**src/rtl/dice_boot_if.sv**
```systemverilog
// ---------------------------------------------------------------------------
// dice_boot_if
// Bundles the DICE boot sequencer's control/status signals.
//   master : the sequencer (drives engine requests and status outputs)
//   slave  : the environment (boot ROM controller, engines, running stage)
// Signals:
//   start                              ROM controller kicks off the sequence
//   measure_req/ack/err                measurement engine handshake
//   derive_req/ack/err                 CDI KDF handshake
//   lock_req/ack                       secret-lock engine handshake
//   stage_done                         running stage requests handoff
//   stage_idx                          current stage index
//   measurement_done/cdi_derived/prev_secret_locked   per-stage progress flags
//   next_stage_execute                 stage released to execute
//   error_state/err_code               sticky halt and its cause
//   busy/done                          sequencing in progress / completed
// ---------------------------------------------------------------------------
interface dice_boot_if #(
    parameter int NUM_STAGES = 4
);
    localparam int SW = (NUM_STAGES > 1) ? $clog2(NUM_STAGES) : 1;

    logic          start;
    logic          measure_req;
    logic          measure_ack;
    logic          measure_err;
    logic          derive_req;
    logic          derive_ack;
    logic          derive_err;
    logic          lock_req;
    logic          lock_ack;
    logic          stage_done;
    logic [SW-1:0] stage_idx;
    logic          measurement_done;
    logic          cdi_derived;
    logic          prev_secret_locked;
    logic          next_stage_execute;
    logic          error_state;
    logic [2:0]    err_code;
    logic          busy;
    logic          done;

    modport master (
        input  start, measure_ack, measure_err, derive_ack, derive_err,
               lock_ack, stage_done,
        output measure_req, derive_req, lock_req, stage_idx,
               measurement_done, cdi_derived, prev_secret_locked,
               next_stage_execute, error_state, err_code, busy, done
    );

    modport slave (
        output start, measure_ack, measure_err, derive_ack, derive_err,
               lock_ack, stage_done,
        input  measure_req, derive_req, lock_req, stage_idx,
               measurement_done, cdi_derived, prev_secret_locked,
               next_stage_execute, error_state, err_code, busy, done
    );
endinterface

```
**src/rtl/dice_boot_sequencer.sv**
```systemverilog
// ---------------------------------------------------------------------------
// dice_boot_sequencer
// Walks NUM_STAGES DICE boot layers. Each stage runs measure -> CDI derive ->
// previous-secret lock -> execute, with a req/ack handshake per engine and a
// per-phase timeout. Engine errors or timeouts enter a sticky HALT carrying an
// error code; completing the last stage enters a sticky DONE. Both are left
// only through reset.
// Ports:
//   clk    single clock, posedge
//   rst_n  synchronous active-low reset
//   bus    dice_boot_if.master (handshakes, progress flags, status)
// ---------------------------------------------------------------------------
module dice_boot_sequencer #(
    parameter int NUM_STAGES     = 4,
    parameter int TIMEOUT_CYCLES = 1024
) (
    input  logic           clk,
    input  logic           rst_n,
    dice_boot_if.master    bus
);
    localparam int SW = (NUM_STAGES > 1) ? $clog2(NUM_STAGES) : 1;
    localparam int CW = $clog2(TIMEOUT_CYCLES + 1);
    localparam logic [SW-1:0] LAST_STAGE = SW'(NUM_STAGES - 1);
    localparam logic [CW-1:0] CNT_LAST   = CW'(TIMEOUT_CYCLES - 1);

    typedef enum logic [2:0] {
        S_IDLE, S_MEASURE, S_DERIVE, S_LOCK, S_EXEC, S_DONE, S_HALT
    } state_t;

    typedef enum logic [2:0] {
        ERR_NONE       = 3'd0,
        ERR_MEASURE    = 3'd1,
        ERR_DERIVE     = 3'd2,
        ERR_MEASURE_TO = 3'd4,
        ERR_DERIVE_TO  = 3'd5,
        ERR_LOCK_TO    = 3'd6
    } err_code_t;

    state_t          state_q, state_d;
    logic [SW-1:0]   stage_q, stage_d;
    logic            meas_q, meas_d;
    logic            cdi_q, cdi_d;
    logic            lock_q, lock_d;
    err_code_t       err_q, err_d;
    logic [CW-1:0]   cnt_q, cnt_d;
    logic            timeout;

    // Last permitted cycle of the current handshake phase: req has then been
    // high for TIMEOUT_CYCLES cycles (counts 0..TIMEOUT_CYCLES-1).
    assign timeout = (cnt_q == CNT_LAST);

    // NOTE: every signal written here gets a default first so no path leaves
    // it unassigned; otherwise synthesis infers a latch.
    always_comb begin
        state_d = state_q;
        stage_d = stage_q;
        meas_d  = meas_q;
        cdi_d   = cdi_q;
        lock_d  = lock_q;
        err_d   = err_q;
        cnt_d   = cnt_q;

        unique case (state_q)
            S_IDLE: begin
                if (bus.start) begin
                    state_d = S_MEASURE;
                    stage_d = '0;
                    meas_d  = 1'b0;
                    cdi_d   = 1'b0;
                    lock_d  = 1'b0;
                    cnt_d   = '0;
                end
            end

            // Priority within a handshake phase: err > ack > timeout.
            S_MEASURE: begin
                if (bus.measure_err) begin
                    state_d = S_HALT;
                    err_d   = ERR_MEASURE;
                end else if (bus.measure_ack) begin
                    state_d = S_DERIVE;
                    meas_d  = 1'b1;
                    cnt_d   = '0;
                end else if (timeout) begin
                    state_d = S_HALT;
                    err_d   = ERR_MEASURE_TO;
                end else begin
                    cnt_d   = cnt_q + 1'b1;
                end
            end

            S_DERIVE: begin
                if (bus.derive_err) begin
                    state_d = S_HALT;
                    err_d   = ERR_DERIVE;
                end else if (bus.derive_ack) begin
                    state_d = S_LOCK;
                    cdi_d   = 1'b1;
                    cnt_d   = '0;
                end else if (timeout) begin
                    state_d = S_HALT;
                    err_d   = ERR_DERIVE_TO;
                end else begin
                    cnt_d   = cnt_q + 1'b1;
                end
            end

            S_LOCK: begin
                if (bus.lock_ack) begin
                    state_d = S_EXEC;
                    lock_d  = 1'b1;
                    cnt_d   = '0;
                end else if (timeout) begin
                    state_d = S_HALT;
                    err_d   = ERR_LOCK_TO;
                end else begin
                    cnt_d   = cnt_q + 1'b1;
                end
            end

            // No timeout while a stage executes; it hands off when ready.
            S_EXEC: begin
                if (bus.stage_done) begin
                    if (stage_q == LAST_STAGE) begin
                        state_d = S_DONE;
                    end else begin
                        state_d = S_MEASURE;
                        stage_d = stage_q + 1'b1;
                        meas_d  = 1'b0;
                        cdi_d   = 1'b0;
                        lock_d  = 1'b0;
                        cnt_d   = '0;
                    end
                end
            end

            // DONE and HALT hold everything (flags stay readable for debug).
            S_DONE, S_HALT: ;

            default: state_d = S_IDLE;
        endcase
    end

    // NOTE: sequential state uses non-blocking assignments so every flop
    // samples the pre-edge values, independent of statement order.
    always_ff @(posedge clk) begin
        if (!rst_n) begin
            state_q <= S_IDLE;
            stage_q <= '0;
            meas_q  <= 1'b0;
            cdi_q   <= 1'b0;
            lock_q  <= 1'b0;
            err_q   <= ERR_NONE;
            cnt_q   <= '0;
        end else begin
            state_q <= state_d;
            stage_q <= stage_d;
            meas_q  <= meas_d;
            cdi_q   <= cdi_d;
            lock_q  <= lock_d;
            err_q   <= err_d;
            cnt_q   <= cnt_d;
        end
    end

    // Moore outputs: requests and status follow the registered state, so a
    // reset edge drops every request immediately.
    assign bus.measure_req        = (state_q == S_MEASURE);
    assign bus.derive_req         = (state_q == S_DERIVE);
    assign bus.lock_req           = (state_q == S_LOCK);
    assign bus.next_stage_execute = (state_q == S_EXEC);
    assign bus.done               = (state_q == S_DONE);
    assign bus.error_state        = (state_q == S_HALT);
    assign bus.busy               = (state_q != S_IDLE) && (state_q != S_DONE) &&
                                    (state_q != S_HALT);
    assign bus.stage_idx          = stage_q;
    assign bus.measurement_done   = meas_q;
    assign bus.cdi_derived        = cdi_q;
    assign bus.prev_secret_locked = lock_q;
    assign bus.err_code           = err_q;

endmodule

```
**src/flat_wrapper.sv**
```systemverilog
// flat-port wrapper written by rule: the top's interface ports become plain ports
module dice_boot_sequencer_flat 
#(
    parameter int NUM_STAGES     = 4,
    parameter int TIMEOUT_CYCLES = 1024
)
  (clk, rst_n, bus_start, bus_measure_ack, bus_measure_err, bus_derive_ack, bus_derive_err, bus_lock_ack, bus_stage_done, bus_measure_req, bus_derive_req, bus_lock_req, bus_stage_idx, bus_measurement_done, bus_cdi_derived, bus_prev_secret_locked, bus_next_stage_execute, bus_error_state, bus_err_code, bus_busy, bus_done);
  dice_boot_if #(.NUM_STAGES(NUM_STAGES)) bus_i ();
  input  logic clk;
  input  logic rst_n;
  input wire logic [$bits(bus_i.start)-1:0] bus_start;
  input wire logic [$bits(bus_i.measure_ack)-1:0] bus_measure_ack;
  input wire logic [$bits(bus_i.measure_err)-1:0] bus_measure_err;
  input wire logic [$bits(bus_i.derive_ack)-1:0] bus_derive_ack;
  input wire logic [$bits(bus_i.derive_err)-1:0] bus_derive_err;
  input wire logic [$bits(bus_i.lock_ack)-1:0] bus_lock_ack;
  input wire logic [$bits(bus_i.stage_done)-1:0] bus_stage_done;
  output wire logic [$bits(bus_i.measure_req)-1:0] bus_measure_req;
  output wire logic [$bits(bus_i.derive_req)-1:0] bus_derive_req;
  output wire logic [$bits(bus_i.lock_req)-1:0] bus_lock_req;
  output wire logic [$bits(bus_i.stage_idx)-1:0] bus_stage_idx;
  output wire logic [$bits(bus_i.measurement_done)-1:0] bus_measurement_done;
  output wire logic [$bits(bus_i.cdi_derived)-1:0] bus_cdi_derived;
  output wire logic [$bits(bus_i.prev_secret_locked)-1:0] bus_prev_secret_locked;
  output wire logic [$bits(bus_i.next_stage_execute)-1:0] bus_next_stage_execute;
  output wire logic [$bits(bus_i.error_state)-1:0] bus_error_state;
  output wire logic [$bits(bus_i.err_code)-1:0] bus_err_code;
  output wire logic [$bits(bus_i.busy)-1:0] bus_busy;
  output wire logic [$bits(bus_i.done)-1:0] bus_done;
  assign bus_i.start = bus_start;
  assign bus_i.measure_ack = bus_measure_ack;
  assign bus_i.measure_err = bus_measure_err;
  assign bus_i.derive_ack = bus_derive_ack;
  assign bus_i.derive_err = bus_derive_err;
  assign bus_i.lock_ack = bus_lock_ack;
  assign bus_i.stage_done = bus_stage_done;
  assign bus_measure_req = bus_i.measure_req;
  assign bus_derive_req = bus_i.derive_req;
  assign bus_lock_req = bus_i.lock_req;
  assign bus_stage_idx = bus_i.stage_idx;
  assign bus_measurement_done = bus_i.measurement_done;
  assign bus_cdi_derived = bus_i.cdi_derived;
  assign bus_prev_secret_locked = bus_i.prev_secret_locked;
  assign bus_next_stage_execute = bus_i.next_stage_execute;
  assign bus_error_state = bus_i.error_state;
  assign bus_err_code = bus_i.err_code;
  assign bus_busy = bus_i.busy;
  assign bus_done = bus_i.done;
  dice_boot_sequencer #(.NUM_STAGES(NUM_STAGES), .TIMEOUT_CYCLES(TIMEOUT_CYCLES)) u_core (.clk(clk), .rst_n(rst_n), .bus(bus_i));
endmodule
```
**config.mk**
```make
export PLATFORM = sky130hd
export DESIGN_NAME = dice_boot_sequencer_flat
export DESIGN_NICKNAME = d
export VERILOG_FILES = /design/src/rtl/dice_boot_if.sv /design/src/rtl/dice_boot_sequencer.sv /design/src/flat_wrapper.sv
export SDC_FILE = /design/constraint.sdc
export NUM_CORES = 1
export LEC_CHECK = 0
export BUFFER_PORTS_ARGS = -buffer_cell sky130_fd_sc_hd__buf_2
export CORE_AREA = 4 4 58 60
export CTS_CLUSTER_SIZE = 10
export DETAILED_ROUTE_END_ITERATION = 10
export DIE_AREA = 0 0 62 64
export PLACE_DENSITY = 0.73
export SYNTH_ARGS = -nofsm -noshare
export SYNTH_HDL_FRONTEND = slang
export SYNTH_SLANG_ARGS = --single-unit
export TNS_END_PERCENT = 10
```
**constraint.sdc**
```tcl
create_clock -name clk -period 1.9 [get_ports clk]
set_clock_uncertainty 0.2 [all_clocks]
set_input_delay 0.19 -clock clk [delete_from_list [all_inputs] [get_ports clk]]
set_output_delay 0.19 -clock clk [all_outputs]
set_load 0.03 [all_outputs]
```
==> run_results.csv, run 1 <==
group,metric,value,unit
detailed_routing,drc_errors,0,
grt,grt_usage,21.5,%
timing,rsz0062_at_grt,"true",
clock_network,clkLatencyLatePin,0.30,ns
clock_network,cts_htree_levels,1,
grt,grt_util_met1,25.2,%
floorplan,ios,24,
floorplan,die_h,64,microns
placed_design,placed_area,0.00175,sq mm
placed_design,dp_cells,251,
synth,synth-adder-area-share,1.81,%
layout,postLayoutCellArea,0.00192,sq mm
detailed_routing,postRouteWirelength,3850,microns
grt,antenna_found_initial,0,
pwr,p_leak,0.802,nW
synth,syn-num-nets,184,
clock_network,cts_tree,"done",
layout,fin_nets,238,
timing,worstMarginPinSlew,0.495,ns
clock_network,clockBufferDepth,2,
floorplan,die_area,0.00397,sq mm
layout,drive_gt1_share,40.3,%
detailed_routing,vias,1479,
placed_design,place_hpwl,2810,microns
synth,async_reset_ff_share,0,%
synth,synth_top_family_by_area,"simple AND/OR/NAND/NOR gates",
synth,syn_avg_cell_area,7.98,sq um
layout,diodes,0,
pwr,p_comb_share,58.7,%
pwr,intPower,1.22,mW
timing,period_minus_slack,1.84,ns
hold_path,min_path_type,"primary input to register",
pwr,clock_power_share,12.2,%
pwr,switching_share,42.1,%
detailed_routing,drtIter0Drc,99,
synth,synth.cell_area,0.00138,sq mm
setup_path,critPathLaunchType,"register",
clock_network,cts_buffers,3,
grt,grt_overflow,0,
clock_network,clk_pin_slew,0.12,ns
floorplan,start_util,47.1,%
setup_path,worstPathRequired,1.51,ns
clock_network,clock_sinks,22,
setup_path,cp-end-kind,"output port",
setup_path,worstPathArrival,1.45,ns
pwr,power_frac_seq,29.1,%
flow_run,max_cap_violations,0,
grt,grt_pass1_vias,1531,
timing,drv_slew,0,
pwr,power,2.11,mW
setup_path,crit_path_max_fanout,7,
layout,final.fill_count,238,
placed_design,routabilityCongestion,0.876,
synth,synthFlopType,"dfxtp_1",
timing,maxSlewHeadroom,66.5,%
placed_design,io_buffers,23,
synth,synth_mux_area_share,0.725,%
detailed_routing,wire_per_inst,14.9,microns
pwr,p_switching,0.890,mW
pwr,power_density,1100,mW/mm^2
timing,min_period_over_period,96.9,%
synth,synthSimpleGateAreaFrac,34.2,%
timing,holdWs,0.0446,ns
synth,ys_seq_area_share,31.9,%
synth,ys_warn_count,0,
grt,grt_max_degree,15,
placed_design,dp_slack,-0.0888,ns
floorplan,coreArea,0.00293,sq mm
timing,finalWorstSetupSlack,0.0593,ns
outcome,status,"complete, no violations",
synth,synth_seq_cells,22,
synth,synth_cells,173,
grt,use_met3,3.43,%
setup_path,rrSetupSlack,0.07,ns
synth,synthXorXnorAreaFrac,3.81,%
pwr,ir_drop,0.726,mV
timing,setup_violations,0,
clock_network,root_buffer,"clkbuf_4",
timing,hold_viol_final,0,
grt,grt_first_pass_wirelength,6610,microns
layout,areaGrowthSynthToFinish,38.8,%
floorplan,die_w,62,microns
grt,use_met2,36.4,%
detailed_routing,drtAntennaViolNets,0,
grt,grt.busiest_layer,"met2",
detailed_routing,drt-pass1-iter-count,5,
synth,synth_compound_area_share,23.1,%
layout,fin_cells,259,
timing,max_freq,543,MHz
synth,yosys.cell_types.count,48,
floorplan,rows,20,
setup_path,crit_type,"register to output port",
synth,synth_edf_count,0,
detailed_routing,post_drt_via_cell_ratio,5.71,
[metal layers]
layer / vias up / share of wire (%) / wire (microns)
met5: - / 0 / 0
met1: 688 / 42 / 1620
met3: 8 / 4.7 / 182
met4: 0 / 1.9 / 75
met2: 45 / 51 / 1970
li1: 738 / - / -
[flip-flops by register name, summed over array words and instances (netlist names)]
register                       count
u_core.cnt_q                      11
u_core.bus.cdi_derived             1
u_core.state_q                     3
u_core.bus.err_code                3
u_core.bus.prev_secret_locked      1
u_core.bus.measurement_done        1
u_core.bus.stage_idx               2
[cell usage after synthesis (3+ instances only)]
master,instances,area [sq um]
dfxtp_1,22,440
nor2_1,20,75.1
nand2_1,18,67.6
a21oi_1,11,55.1
nand3_1,7,35.0
nor3_1,7,35.0
o21ai_0,7,35.0
nand2b_1,6,37.5
nand4_1,6,37.5
a31oi_1,5,31.3
xor2_1,5,43.8
buf_2,4,20.0
nor2b_1,4,25.0
and2_1,3,18.8
and3_1,3,18.8
and3b_1,3,26.3
clkbuf_1,3,11.3
o21a_1,3,22.5
[through the flow]
step | utilization (%) | TNS, ns
floorplan | - | -0.0794
global placement | 59.9 | -0.0298
detailed placement | 59.9 | -0.417
CTS | 63.0 | -0.00517
global route | 65.4 | -0.0972
finish | 65.4 | 0
[worst paths after layout]
kind / cells after the start / to / from
max: 6 / bus_measure_req / u_core.state_q[0]
min: 3 / u_core.bus.err_code[0] / bus_measure_err
max reg2reg: 6 / u_core.bus.err_code[2] / u_core.state_q[0]
min reg2reg: 2 / u_core.cnt_q[10] / u_core.cnt_q[10]
[layout make-up]
cell class	instances	area, sq um	share of cell area [%]
multi-input cells	138	960	50.1
repair buffers	60	415	21.7
flip-flops and latches	22	455	23.8
clock buffers	4	36.3	1.89
well taps	33	41.3	2.16
inverters	2	7.51	0.392
[cells by family after synthesis]
| kind of cell | after synthesis |
|---|---|
| adders and majority gates | 2 |
| buffers and inverters | 13 |
| AOI/OAI and AO/OA | 42 |
| muxes | 1 |
| DFF | 22 |
| xor gates and xnor gates | 6 |
| and+or+nand+nor | 87 |
[critical path: stages, from the launching register on]
cell      delay [ns]
dfxtp_4         0.40
buf_4           0.13
buf_4           0.11
nand2b_1        0.07
buf_4           0.15
nor2_1          0.11
buf_4           0.18
[power groups by stage]
stage          clock, mW  sequential [mW]  combinational [mW]
6_report           0.257            0.614                1.24
4_1_cts            0.264            0.606                1.17
3_3_place_gp           0            0.603                1.09
3_5_place_dp           0            0.612                1.11
2_1_floorplan          0            0.640               0.683
5_1_grt            0.295            0.625                1.35
[cells in the final DEF (no fill, tap or decap), types with 5 or more instances in the layout]
master,netlist,routed
o21ai_0,7,7
buf_4,1,35
a31oi_1,5,5
nand4_1,6,6
xor2_1,5,5
buf_2,4,20
nor3_1,7,7
nor2_1,20,20
nand2b_1,6,6
a21oi_1,11,11
nand3_1,7,5
nand2_1,18,18
dfxtp_1,22,16
[repair_timing]
action                                  4_1_cts  5_1_grt
endpoints found under the setup margin       17       21
gates resized for setup                       9       21
hold buffers                                  3        0
buffers inserted                              0        1
pin swaps                                     1        4
endpoints found under the hold margin         3        0
Note: power is estimated with default switching activity, not from simulation.
==> run 2: changes to the inputs <==
--- a/config.mk
+++ b/config.mk
@@ -6,11 +6,12 @@
 export NUM_CORES = 1
 export LEC_CHECK = 0
 export BUFFER_PORTS_ARGS = -buffer_cell sky130_fd_sc_hd__buf_2
-export CORE_AREA = 4 4 58 60
+export CORE_AREA = 4 4 56 58
 export CTS_CLUSTER_SIZE = 10
 export DETAILED_ROUTE_END_ITERATION = 10
-export DIE_AREA = 0 0 62 64
-export PLACE_DENSITY = 0.73
+export DIE_AREA = 0 0 60 62
+export PLACE_DENSITY = 0.75
+export RECOVER_POWER = 50
 export SYNTH_ARGS = -nofsm -noshare
 export SYNTH_HDL_FRONTEND = slang
 export SYNTH_SLANG_ARGS = --single-unit
==> constraint.sdc (replaced) <==
create_clock -name clk -period 2.2 [get_ports clk]
set_clock_uncertainty 0.2 [all_clocks]
set_input_delay 0 -clock clk [delete_from_list [all_inputs] [get_ports clk]]
set_output_delay 0 -clock clk [all_outputs]
set_load 0.03 [all_outputs]
==> run_results.csv, run 2 (synthesized netlist as in run 1, its figures left out) <==
group,metric,value,unit
outcome,status,"complete, no violations",
timing,holdWs,0.0500,ns
setup_path,crit_slowest_cell,"nor3b_1",
floorplan,die_h,62,microns
floorplan,die_area,0.00372,sq mm
clock_network,postCtsSetupBuffers,0,
clock_network,cts_htree_levels,1,
layout,diodes,0,
layout,postLayoutCellArea,0.00165,sq mm
layout,final_cell_mix,"20 x nor2_1, 19 x dfxtp_1, 18 x nand2_1",
clock_network,cts_tree,"done",
pwr,ir_drop,0.645,mV
timing,setup_violations,0,
detailed_routing,drt-pass1-iter-count,4,
grt,grt_usage,19.9,%
floorplan,coreArea,0.00266,sq mm
setup_path,critPathLaunchType,"register",
hold_path,min_path_type,"primary input to register",
grt,grt_first_pass_wirelength,5640,microns
grt,grt_max_degree,18,
clock_network,cts_buffers,3,
placed_design,dp_cells,226,
setup_path,crit_type,"register to register",
detailed_routing,drtIter0Drc,50,
detailed_routing,postRouteWirelength,3460,microns
setup_path,worstPathRequired,2.20,ns
timing,maxSlewHeadroom,60.3,%
detailed_routing,drtAntennaViolNets,0,
detailed_routing,drc_errors,0,
timing,period_minus_slack,2.05,ns
floorplan,rows,19,
timing,min_period_over_period,93.3,%
timing,tns,0,ns
setup_path,cpPeakStageDelay,0.54,ns
detailed_routing,vias,1398,
clock_network,clockBufferDepth,2,
timing,worstMarginPinSlew,0.594,ns
placed_design,place_hpwl,2600,microns
detailed_routing,post_drt_via_cell_ratio,5.90,
pwr,power_density,915,mW/mm^2
setup_path,cp_cell_sequence,"nor3b_1 > a221oi_4 > and2_1 > a41oi_1 > nor3_1",
layout,largest_reg_flops,11,
setup_path,worstPathArrival,2.05,ns
floorplan,ios,24,
layout,final_common_cell,"nor2_1",
layout,fin_nets,219,
layout,regMostFlops,"u_core.cnt_q",
flow_run,max_cap_violations,0,
layout,areaGrowthSynthToFinish,19.9,%
layout,drive_gt1_share,19.4,%
timing,max_freq,487,MHz
grt,antenna_found_initial,0,
timing,hold_viol_final,0,
timing,drv_slew,0,
placed_design,placed_area,0.00156,sq mm
layout,fin_cells,237,
clock_network,clk_pin_slew,0.11,ns
floorplan,die_w,60,microns
clock_network,clkLatencyLatePin,0.30,ns
placed_design,io_buffers,23,
grt,grt_overflow,0,
placed_design,routabilityCongestion,0.828,
detailed_routing,wire_per_inst,14.6,microns
timing,rsz0062_at_grt,"false",
pwr,p_leak,0.638,nW
setup_path,path_buf_inv,0,
clock_network,clock_sinks,22,
clock_network,root_buffer,"clkbuf_4",
setup_path,critPathTopFamily,"simple AND/OR/NAND/NOR gates",
setup_path,crit_path_max_fanout,12,
grt,grt_pass1_vias,1282,
setup_path,cp-end-kind,"register",
floorplan,start_util,51.8,%
==> run 2: cell types whose count changed in the layout (fill, tap and decap cells not counted), sizes merged <==
cell / delta
buf: -34
clkbuf: +9
dlygate4sd3: +5
==> run 2: through the flow <==
step	setup WS, ns	total power, mW	util (%)
after global routing	0.0255	1.63	62.1
after CTS	0.0118	1.52	62.5
after detailed placement	0.0437	1.33	58.6
after global placement	0.159	1.30	58.6
final	0.147	1.51	62.1
after floorplan	0.148	1.13	-
==> run 2: power by group <==
group | leakage, nW | total, mW | internal (mW) | switching (mW)
clock network | 0.0138 | 0.179 | 0.0639 | 0.115
logic | 0.444 | 0.791 | 0.305 | 0.487
registers | 0.180 | 0.543 | 0.455 | 0.0879
==> run 2: repair_timing <==
action                                  in CTS  in global routing
gates resized for setup                      0                  4
hold buffers                                 8                  0
endpoints found under the setup margin       0                 14
hold endpoints to repair                    19                  0
==> run 2: layout make-up <==
type                    instances  area [sq um]
clock buffers                   3          22.5
fillers                       252          1010
inverters                       2          7.51
multi-input cells             138           886
flip-flops and latches         22           444
well taps                      31          38.8
repair buffers                 41           255
==> run 2: layer usage <==
layer,global-route usage (%),vias up,part of all wire (%)
met3,3.10,7,3.6
met5,0,-,0
met2,34.1,26,50
met4,8.23,0,1.7
met1,25.0,664,44
li1,-,701,-
==> run 2: worst register-to-register path: cells and delay by family (launching register included) <==
family | cells | cell delay, ns
and+or+nand+nor | 3 | 0.90
DFF | 1 | 0.47
AOI/OAI and AO/OA | 2 | 0.37
==> run 2: path summary, 6_finish.rpt <==
check | from | to | slack, ns | cells after the start
worst max-delay path | u_core.state_q[2] | u_core.cnt_q[7] | 0.15 | 5
worst min-delay path | bus_start | u_core.bus.stage_idx[1] | 0.05 | 4
worst max register to register | u_core.state_q[2] | u_core.cnt_q[7] | 0.15 | 5
worst min register to register | u_core.cnt_q[10] | u_core.cnt_q[10] | 0.26 | 2
